## config.mk

```make
export PLATFORM = sky130hd
export DESIGN_NAME = noc_out_port_arb_flat
export DESIGN_NICKNAME = d
export VERILOG_FILES = /design/src/rtl/noc_arb_pkg.sv /design/src/rtl/noc_out_port_arb_if.sv /design/src/rtl/noc_rr_arbiter.sv /design/src/rtl/noc_out_port_arb.sv /design/src/flat_wrapper.sv
export SDC_FILE = /design/constraint.sdc
export NUM_CORES = 1
export LEC_CHECK = 0
export BUFFER_PORTS_ARGS = -buffer_cell sky130_fd_sc_hd__buf_2
export CORE_ASPECT_RATIO = 0.9
export CORE_MARGIN = 2
export CORE_UTILIZATION = 30
export CTS_CLUSTER_DIAMETER = 120
export DETAILED_ROUTE_END_ITERATION = 10
export GPL_ROUTABILITY_DRIVEN = 0
export GPL_TIMING_DRIVEN = 0
export SLEW_MARGIN = 20
export SYNTH_ARGS = -nofsm -noshare
export SYNTH_HDL_FRONTEND = slang
export SYNTH_SLANG_ARGS = --single-unit
```

## constraint.sdc

```tcl
create_clock -name clk -period 4.8 [get_ports clk]
set_clock_uncertainty 0.1 [all_clocks]
set_input_delay 0.96 -clock clk [delete_from_list [all_inputs] [get_ports clk]]
set_output_delay 0.96 -clock clk [all_outputs]
set_load 0.02 [all_outputs]
```

## src/rtl/noc_arb_pkg.sv

```systemverilog
// -----------------------------------------------------------------------------
// noc_arb_pkg
// Shared types and helpers for the NoC output-port packet arbiter.
//   arb_state_t : arbiter FSM states (IDLE, LOCKED)
//   rr_next()   : round-robin pick, first set request above ptr with wrap
// -----------------------------------------------------------------------------
package noc_arb_pkg;

    typedef enum logic {
        IDLE   = 1'b0,
        LOCKED = 1'b1
    } arb_state_t;

    // rr_next works on a fixed-width request vector so one function serves
    // every INPUTS value up to MAX_INPUTS.
    localparam int unsigned MAX_INPUTS = 32;
    localparam int unsigned MAX_IDX_W  = 5;
    localparam int unsigned IDX_EXT_W  = MAX_IDX_W + 1;

    // Returns the first set bit of req searching ptr+1, ptr+2, ... modulo n.
    // With no request set it returns ptr (caller qualifies with |req).
    function automatic logic [MAX_IDX_W-1:0] rr_next(
        input logic [MAX_INPUTS-1:0] req,
        input logic [MAX_IDX_W-1:0]  ptr,
        input logic [IDX_EXT_W-1:0]  n
    );
        logic [IDX_EXT_W-1:0] idx;
        logic                 found;
        rr_next = ptr;
        found   = 1'b0;
        for (int k = 1; k <= MAX_INPUTS; k++) begin
            // ptr < n and k <= n, so one conditional subtract is a full modulo.
            idx = {1'b0, ptr} + IDX_EXT_W'(k);
            if (idx >= n) idx = idx - n;
            if ((IDX_EXT_W'(k) <= n) && !found && req[idx[MAX_IDX_W-1:0]]) begin
                rr_next = idx[MAX_IDX_W-1:0];
                found   = 1'b1;
            end
        end
    endfunction

endpackage

```

## src/rtl/noc_out_port_arb_if.sv

```systemverilog
// -----------------------------------------------------------------------------
// noc_out_port_arb_if
// Requester-side and link-side signals of one arbitrated NoC output port.
//   in_flit/in_last/in_valid/in_ready : INPUTS requester channels
//   out_flit/out_last/out_valid/out_ready : shared output link
//   grant_idx/busy : arbitration status
// Modports: slave = the arbiter, master = requesters + downstream link.
// -----------------------------------------------------------------------------
interface noc_out_port_arb_if #(
    parameter int INPUTS     = 5,
    parameter int FLIT_WIDTH = 32
);
    localparam int IDX_W = $clog2(INPUTS);

    logic [INPUTS*FLIT_WIDTH-1:0] in_flit;
    logic [INPUTS-1:0]            in_last;
    logic [INPUTS-1:0]            in_valid;
    logic [INPUTS-1:0]            in_ready;
    logic [FLIT_WIDTH-1:0]        out_flit;
    logic                         out_last;
    logic                         out_valid;
    logic                         out_ready;
    logic [IDX_W-1:0]             grant_idx;
    logic                         busy;

    modport slave (
        input  in_flit, in_last, in_valid, out_ready,
        output in_ready, out_flit, out_last, out_valid, grant_idx, busy
    );

    modport master (
        output in_flit, in_last, in_valid, out_ready,
        input  in_ready, out_flit, out_last, out_valid, grant_idx, busy
    );
endinterface

```

## src/rtl/noc_rr_arbiter.sv

```systemverilog
// -----------------------------------------------------------------------------
// noc_rr_arbiter
// Purely combinational round-robin picker.
//   req     : per-requester request bits
//   ptr     : last granted requester (search starts at ptr+1)
//   gnt_idx : selected requester
//   gnt_any : at least one request present
// -----------------------------------------------------------------------------
module noc_rr_arbiter
    import noc_arb_pkg::*;
#(
    parameter int INPUTS = 5,
    parameter int IDX_W  = $clog2(INPUTS)
) (
    input  logic [INPUTS-1:0] req,
    input  logic [IDX_W-1:0]  ptr,
    output logic [IDX_W-1:0]  gnt_idx,
    output logic              gnt_any
);

    assign gnt_idx = IDX_W'(rr_next(MAX_INPUTS'(req), MAX_IDX_W'(ptr), IDX_EXT_W'(INPUTS)));
    assign gnt_any = |req;

endmodule

```

## src/rtl/noc_out_port_arb.sv

```systemverilog
// -----------------------------------------------------------------------------
// noc_out_port_arb
// Shares one NoC output link among INPUTS requesters. A requester is picked
// round-robin in IDLE and keeps the link for its whole wormhole packet, until
// its last flit is accepted. Flits pass through a one-entry output register.
//   clk : system clock
//   rst : asynchronous active-low reset
//   bus : noc_out_port_arb_if.slave (requester channels, output link, status)
// -----------------------------------------------------------------------------
module noc_out_port_arb
    import noc_arb_pkg::*;
#(
    parameter int INPUTS     = 5,
    parameter int FLIT_WIDTH = 32
) (
    input  logic                clk,
    input  logic                rst,
    noc_out_port_arb_if.slave   bus
);

    localparam int IDX_W = $clog2(INPUTS);

    arb_state_t            r_state;
    logic [IDX_W-1:0]      r_ptr;
    logic [IDX_W-1:0]      r_grant_idx;
    logic [FLIT_WIDTH-1:0] r_out_flit;
    logic                  r_out_last;
    logic                  r_out_valid;

    logic [IDX_W-1:0]      w_gnt_idx;
    logic                  w_gnt_any;
    logic                  w_can_load;
    logic                  w_accept;
    logic                  w_sel_last;
    logic [FLIT_WIDTH-1:0] w_sel_flit;
    logic [INPUTS-1:0]     w_in_ready;

    noc_rr_arbiter #(
        .INPUTS (INPUTS),
        .IDX_W  (IDX_W)
    ) u_rr (
        .req     (bus.in_valid),
        .ptr     (r_ptr),
        .gnt_idx (w_gnt_idx),
        .gnt_any (w_gnt_any)
    );

    // The output register can take a flit when empty or draining this cycle.
    assign w_can_load = ~r_out_valid | bus.out_ready;

    always_comb begin
        // NOTE: default first so every path assigns and no latch is inferred.
        w_in_ready = '0;
        if (r_state == LOCKED) w_in_ready[r_grant_idx] = w_can_load;
    end

    assign w_sel_flit = bus.in_flit[r_grant_idx*FLIT_WIDTH +: FLIT_WIDTH];
    assign w_sel_last = bus.in_last[r_grant_idx];
    assign w_accept   = |(bus.in_valid & w_in_ready);

    // Grant FSM. Only the IDLE state consults the round-robin picker, so a
    // stalled packet keeps the lock no matter who else is requesting.
    always_ff @(posedge clk or negedge rst) begin
        if (!rst) begin
            r_state     <= IDLE;
            r_ptr       <= IDX_W'(INPUTS - 1);
            r_grant_idx <= '0;
        end else begin
            // NOTE: non-blocking so every register samples pre-edge values.
            case (r_state)
                IDLE: begin
                    if (w_gnt_any) begin
                        r_grant_idx <= w_gnt_idx;
                        r_state     <= LOCKED;
                    end
                end
                LOCKED: begin
                    if (w_accept && w_sel_last) begin
                        r_ptr   <= r_grant_idx;
                        r_state <= IDLE;
                    end
                end
                default: r_state <= IDLE;
            endcase
        end
    end

    // One-entry output stage: load wins over drain in the same cycle.
    always_ff @(posedge clk or negedge rst) begin
        if (!rst) begin
            r_out_valid <= 1'b0;
            r_out_last  <= 1'b0;
            r_out_flit  <= '0;
        end else if (w_accept) begin
            r_out_valid <= 1'b1;
            r_out_last  <= w_sel_last;
            r_out_flit  <= w_sel_flit;
        end else if (bus.out_ready) begin
            r_out_valid <= 1'b0;
        end
    end

    assign bus.in_ready  = w_in_ready;
    assign bus.out_flit  = r_out_flit;
    assign bus.out_last  = r_out_last;
    assign bus.out_valid = r_out_valid;
    assign bus.grant_idx = r_grant_idx;
    assign bus.busy      = (r_state == LOCKED);

endmodule

```

## src/flat_wrapper.sv

```systemverilog
// flat-port wrapper written by rule: the top's interface ports become plain ports
module noc_out_port_arb_flat import noc_arb_pkg::*;
#(
    parameter int INPUTS     = 5,
    parameter int FLIT_WIDTH = 32
)
  (clk, rst, bus_in_flit, bus_in_last, bus_in_valid, bus_out_ready, bus_in_ready, bus_out_flit, bus_out_last, bus_out_valid, bus_grant_idx, bus_busy);
  noc_out_port_arb_if #(.INPUTS(INPUTS), .FLIT_WIDTH(FLIT_WIDTH)) bus_i ();
  input  logic clk;
  input  logic rst;
  input wire logic [$bits(bus_i.in_flit)-1:0] bus_in_flit;
  input wire logic [$bits(bus_i.in_last)-1:0] bus_in_last;
  input wire logic [$bits(bus_i.in_valid)-1:0] bus_in_valid;
  input wire logic [$bits(bus_i.out_ready)-1:0] bus_out_ready;
  output wire logic [$bits(bus_i.in_ready)-1:0] bus_in_ready;
  output wire logic [$bits(bus_i.out_flit)-1:0] bus_out_flit;
  output wire logic [$bits(bus_i.out_last)-1:0] bus_out_last;
  output wire logic [$bits(bus_i.out_valid)-1:0] bus_out_valid;
  output wire logic [$bits(bus_i.grant_idx)-1:0] bus_grant_idx;
  output wire logic [$bits(bus_i.busy)-1:0] bus_busy;
  assign bus_i.in_flit = bus_in_flit;
  assign bus_i.in_last = bus_in_last;
  assign bus_i.in_valid = bus_in_valid;
  assign bus_i.out_ready = bus_out_ready;
  assign bus_in_ready = bus_i.in_ready;
  assign bus_out_flit = bus_i.out_flit;
  assign bus_out_last = bus_i.out_last;
  assign bus_out_valid = bus_i.out_valid;
  assign bus_grant_idx = bus_i.grant_idx;
  assign bus_busy = bus_i.busy;
  noc_out_port_arb #(.INPUTS(INPUTS), .FLIT_WIDTH(FLIT_WIDTH)) u_core (.clk(clk), .rst(rst), .bus(bus_i));
endmodule
```

==> impl_metrics.ini <==
[outcome]
status = complete, no violations

[cells_and_area]
fillers = 1336
multi_input_area_sq_mm = 0.00285
final_area_sq_mm = 0.00554
diodes = 0
fin_nets = 883
drive_above_1_share = 0.368
instances_no_fill = 864
ff_latch_area_sq_mm = 0.00103
syn_to_final_growth_pct = 35.2

[synthesis]
yosysWarningCount = 0
synth.area.top_cells = dfrtp_1 24%, mux2i_1 11%, o221ai_1 5.6%
yosysTopAreaCell = dfrtp_1
netlist_top_cells_count = 52 x nor2_1, 44 x mux2i_1, 40 x dfrtp_1
synth_seq_cells = 41
synth_area_per_cell_sq_um = 8.62
yosysTopAreaCellShare = 0.244
ys.flop_type = dfrtp_1
synth_enable_flop_cells = 0
synth_nets = 662
synth_cell_type_count = 69
synth.most_common_cell = nor2_1
syn_area_sq_mm = 0.00409
async_flop_share = 1.00
synth_seq_area_share = 0.251
synthCells = 475

[critical_path]
crit_fanout = 10
critical-path-max-stage-delay_ps = 590
critPathCaptureType = flip-flop
critPathKind = reg2reg
crit_chain = buf_2 > inv_1 > ha_1 > ha_1 > or4_1 > o211ai_1 > mux2i_1 > mux2i_1 > a211oi_2 > and4_1 > or4b_1 > o311a_1
crit_arrival_ps = 4390
slowest_stage = dfrtp_1
worst_setup_path_start_kind = flip-flop
rrSetupSlack_ps = 470
cp.required_ps = 4870

[floorplanning]
die_w_microns = 127
io-pin-count = 216
rows = 40
dieArea_sq_mm = 0.0146
start_util = 0.306
die_h_microns = 115
core-area_sq_mm = 0.0134

[routing]
wire_per_inst_microns = 19.2
drcViolationCount = 0
ant_nets = 0
viasPerCell = 5.65
firstDrtPassIters = 5
dr_total_vias = 4881
drtIter0Drc = 408
wl_mm = 16.6

[cts]
clock_path_buffers = 2
cts_tree = yes
cts_max_level = 2
clk_pin_slew_ps = 60
cts_buffers = 5
root_buffer = clkbuf_16
cts.sinks = 41
hold_buffers = 0
clkLatencyLatePin_ps = 280
post_cts_resized = 0
post_cts_buffers = 0

[global_routing]
grt_max_degree = 42
antenna_found_initial = 0
grt_overflow = 0
grt_pass1_vias = 4810
grt_pass1_wl_mm = 25.6
grt.total_usage = 0.223

[sta]
slew_headroom = 0.371
finalHoldWorstSlack_ps = 388
tightest_slew_ps = 944
period_minus_slack_ps = 4330
period_share = 0.901
report.final.slew_viol_count = 0
rsz0062_at_grt = no
fin_tns_setup_ps = 0
fmax_mhz = 231
hold_violations = 0
setup_viol = 0

[flow_run]
drv_cap = 0

[placement]
port_buffers = 214
place_area_sq_mm = 0.00538
dp.cells = 857
hpwl_mm = 13.4

[power]
p_total_mw = 4.58
power_per_cell_area_mw_per_mm2 = 828
irDropWorstVdd_mv = 0.297
p_sw_frac = 0.523
p_clk_frac = 0.082
netSwitchingPower_mw = 2.40
intPower_mw = 2.19
power_frac_seq = 0.153
p_comb_frac = 0.765
p_leak_nw = 2.57

[hold_path]
hold_class = reg2reg
## kinds of logic (layout without fill, tap and decap cells)
family / Yosys count / after routing / share of synthesized area
muxes: 66 / 66 / 0.178
DFF: 41 / 41 / 0.251
buffers and inverters: 52 / 273 / 0.0538
xor gates and xnor gates: 2 / 2 / 0.00428
AOI/OAI and AO/OA: 175 / 175 / 0.314
adders and majority gates: 14 / 14 / 0.0446
and+or+nand+nor: 125 / 125 / 0.154
## routing by layer
layer | share of wire | track usage | up-vias
li1 | - | - | 2258
met1 | 0.45 | 0.298 | 2398
met2 | 0.47 | 0.383 | 203
met3 | 0.066 | 0.0409 | 22
met4 | 0.014 | 0.0403 | 0
met5 | 0 | 0 | -
## cell type report
type	instances	area share
Multi-Input combinational cell	382	0.514
Timing Repair Buffer	214	0.193
Sequential cell	41	0.186
Tap cell	168	0.0380
Buffer	42	0.0330
Clock buffer	5	0.0226
Inverter	10	0.00678
Clock inverter	2	0.00633
## critical path: cells and delay by family (launching register included)
kind	cells	cell delay, ps
buffers and inverters	2	470
muxes	2	440
AOI/OAI and AO/OA	3	650
DFF	1	590
and+or+nand+nor	3	1360
adders and majority gates	2	610
## cell usage in the layout, fill, tap and decap left out, types with 3 or more instances in the layout
cell / synthesis / layout
buf_2: 2 / 216
nor2_1: 52 / 52
mux2i_1: 44 / 44
dfrtp_1: 40 / 40
a21oi_1: 39 / 39
clkbuf_1: 32 / 32
a22oi_1: 26 / 26
o221ai_1: 26 / 26
o21a_1: 26 / 26
mux2_2: 19 / 19
nand2_1: 18 / 18
ha_1: 13 / 13
nor2b_1: 10 / 10
nand2b_1: 10 / 10
o21ai_0: 10 / 10
inv_1: 10 / 10
a221oi_1: 7 / 7
nor3b_1: 5 / 5
buf_1: 5 / 5
clkbuf_16: 0 / 5
o211ai_1: 4 / 4
a31oi_1: 4 / 4
nand3_1: 3 / 3
and2_1: 3 / 3
nor3_1: 3 / 3
and3_1: 3 / 3
or3_1: 3 / 3
buf_6: 3 / 3
## state kept, by name, indices dropped and copies added (netlist names)
signal and count:
u_core.bus.out_valid 1, u_core.bus.busy 1, u_core.bus.out_last 1, u_core.bus.out_flit 32, u_core.r_ptr 3, u_core.bus.grant_idx 3
## per-stage QoR
stage / setup slack, ps / utilization
floorplan: 1120 / -
detailed placement: 513 / 0.402
global placement: 642 / 0.402
CTS: 502 / 0.414
finish: 474 / 0.414
global route: 301 / 0.414
## worst paths after layout
check / to / depth (start not counted) / start
worst max-delay path: u_core.bus.grant_idx[1] / 12 / u_core.r_ptr[0]
worst min-delay path: u_core.bus.out_flit[6] / 1 / u_core.bus.out_flit[6]
worst max register to register: u_core.bus.grant_idx[1] / 12 / u_core.r_ptr[0]
worst min register to register: u_core.bus.out_flit[6] / 1 / u_core.bus.out_flit[6]
max in group asynchronous: u_core.bus.out_flit[20] / 1 / rst
min in group asynchronous: u_core.bus.out_flit[3] / 1 / rst
## power groups by stage
| stage | Clock, mW | Combinational, mW | Sequential (mW) |
|---|---|---|---|
| detailed placement | 0 | 3.48 | 0.704 |
| finish | 0.374 | 3.51 | 0.704 |
| floorplan | 0 | 2.31 | 0.869 |
| global route | 0.400 | 3.83 | 0.724 |
| global placement | 0 | 3.39 | 0.700 |
| CTS | 0.382 | 3.48 | 0.700 |
Power figures use the tool's default switching activity.
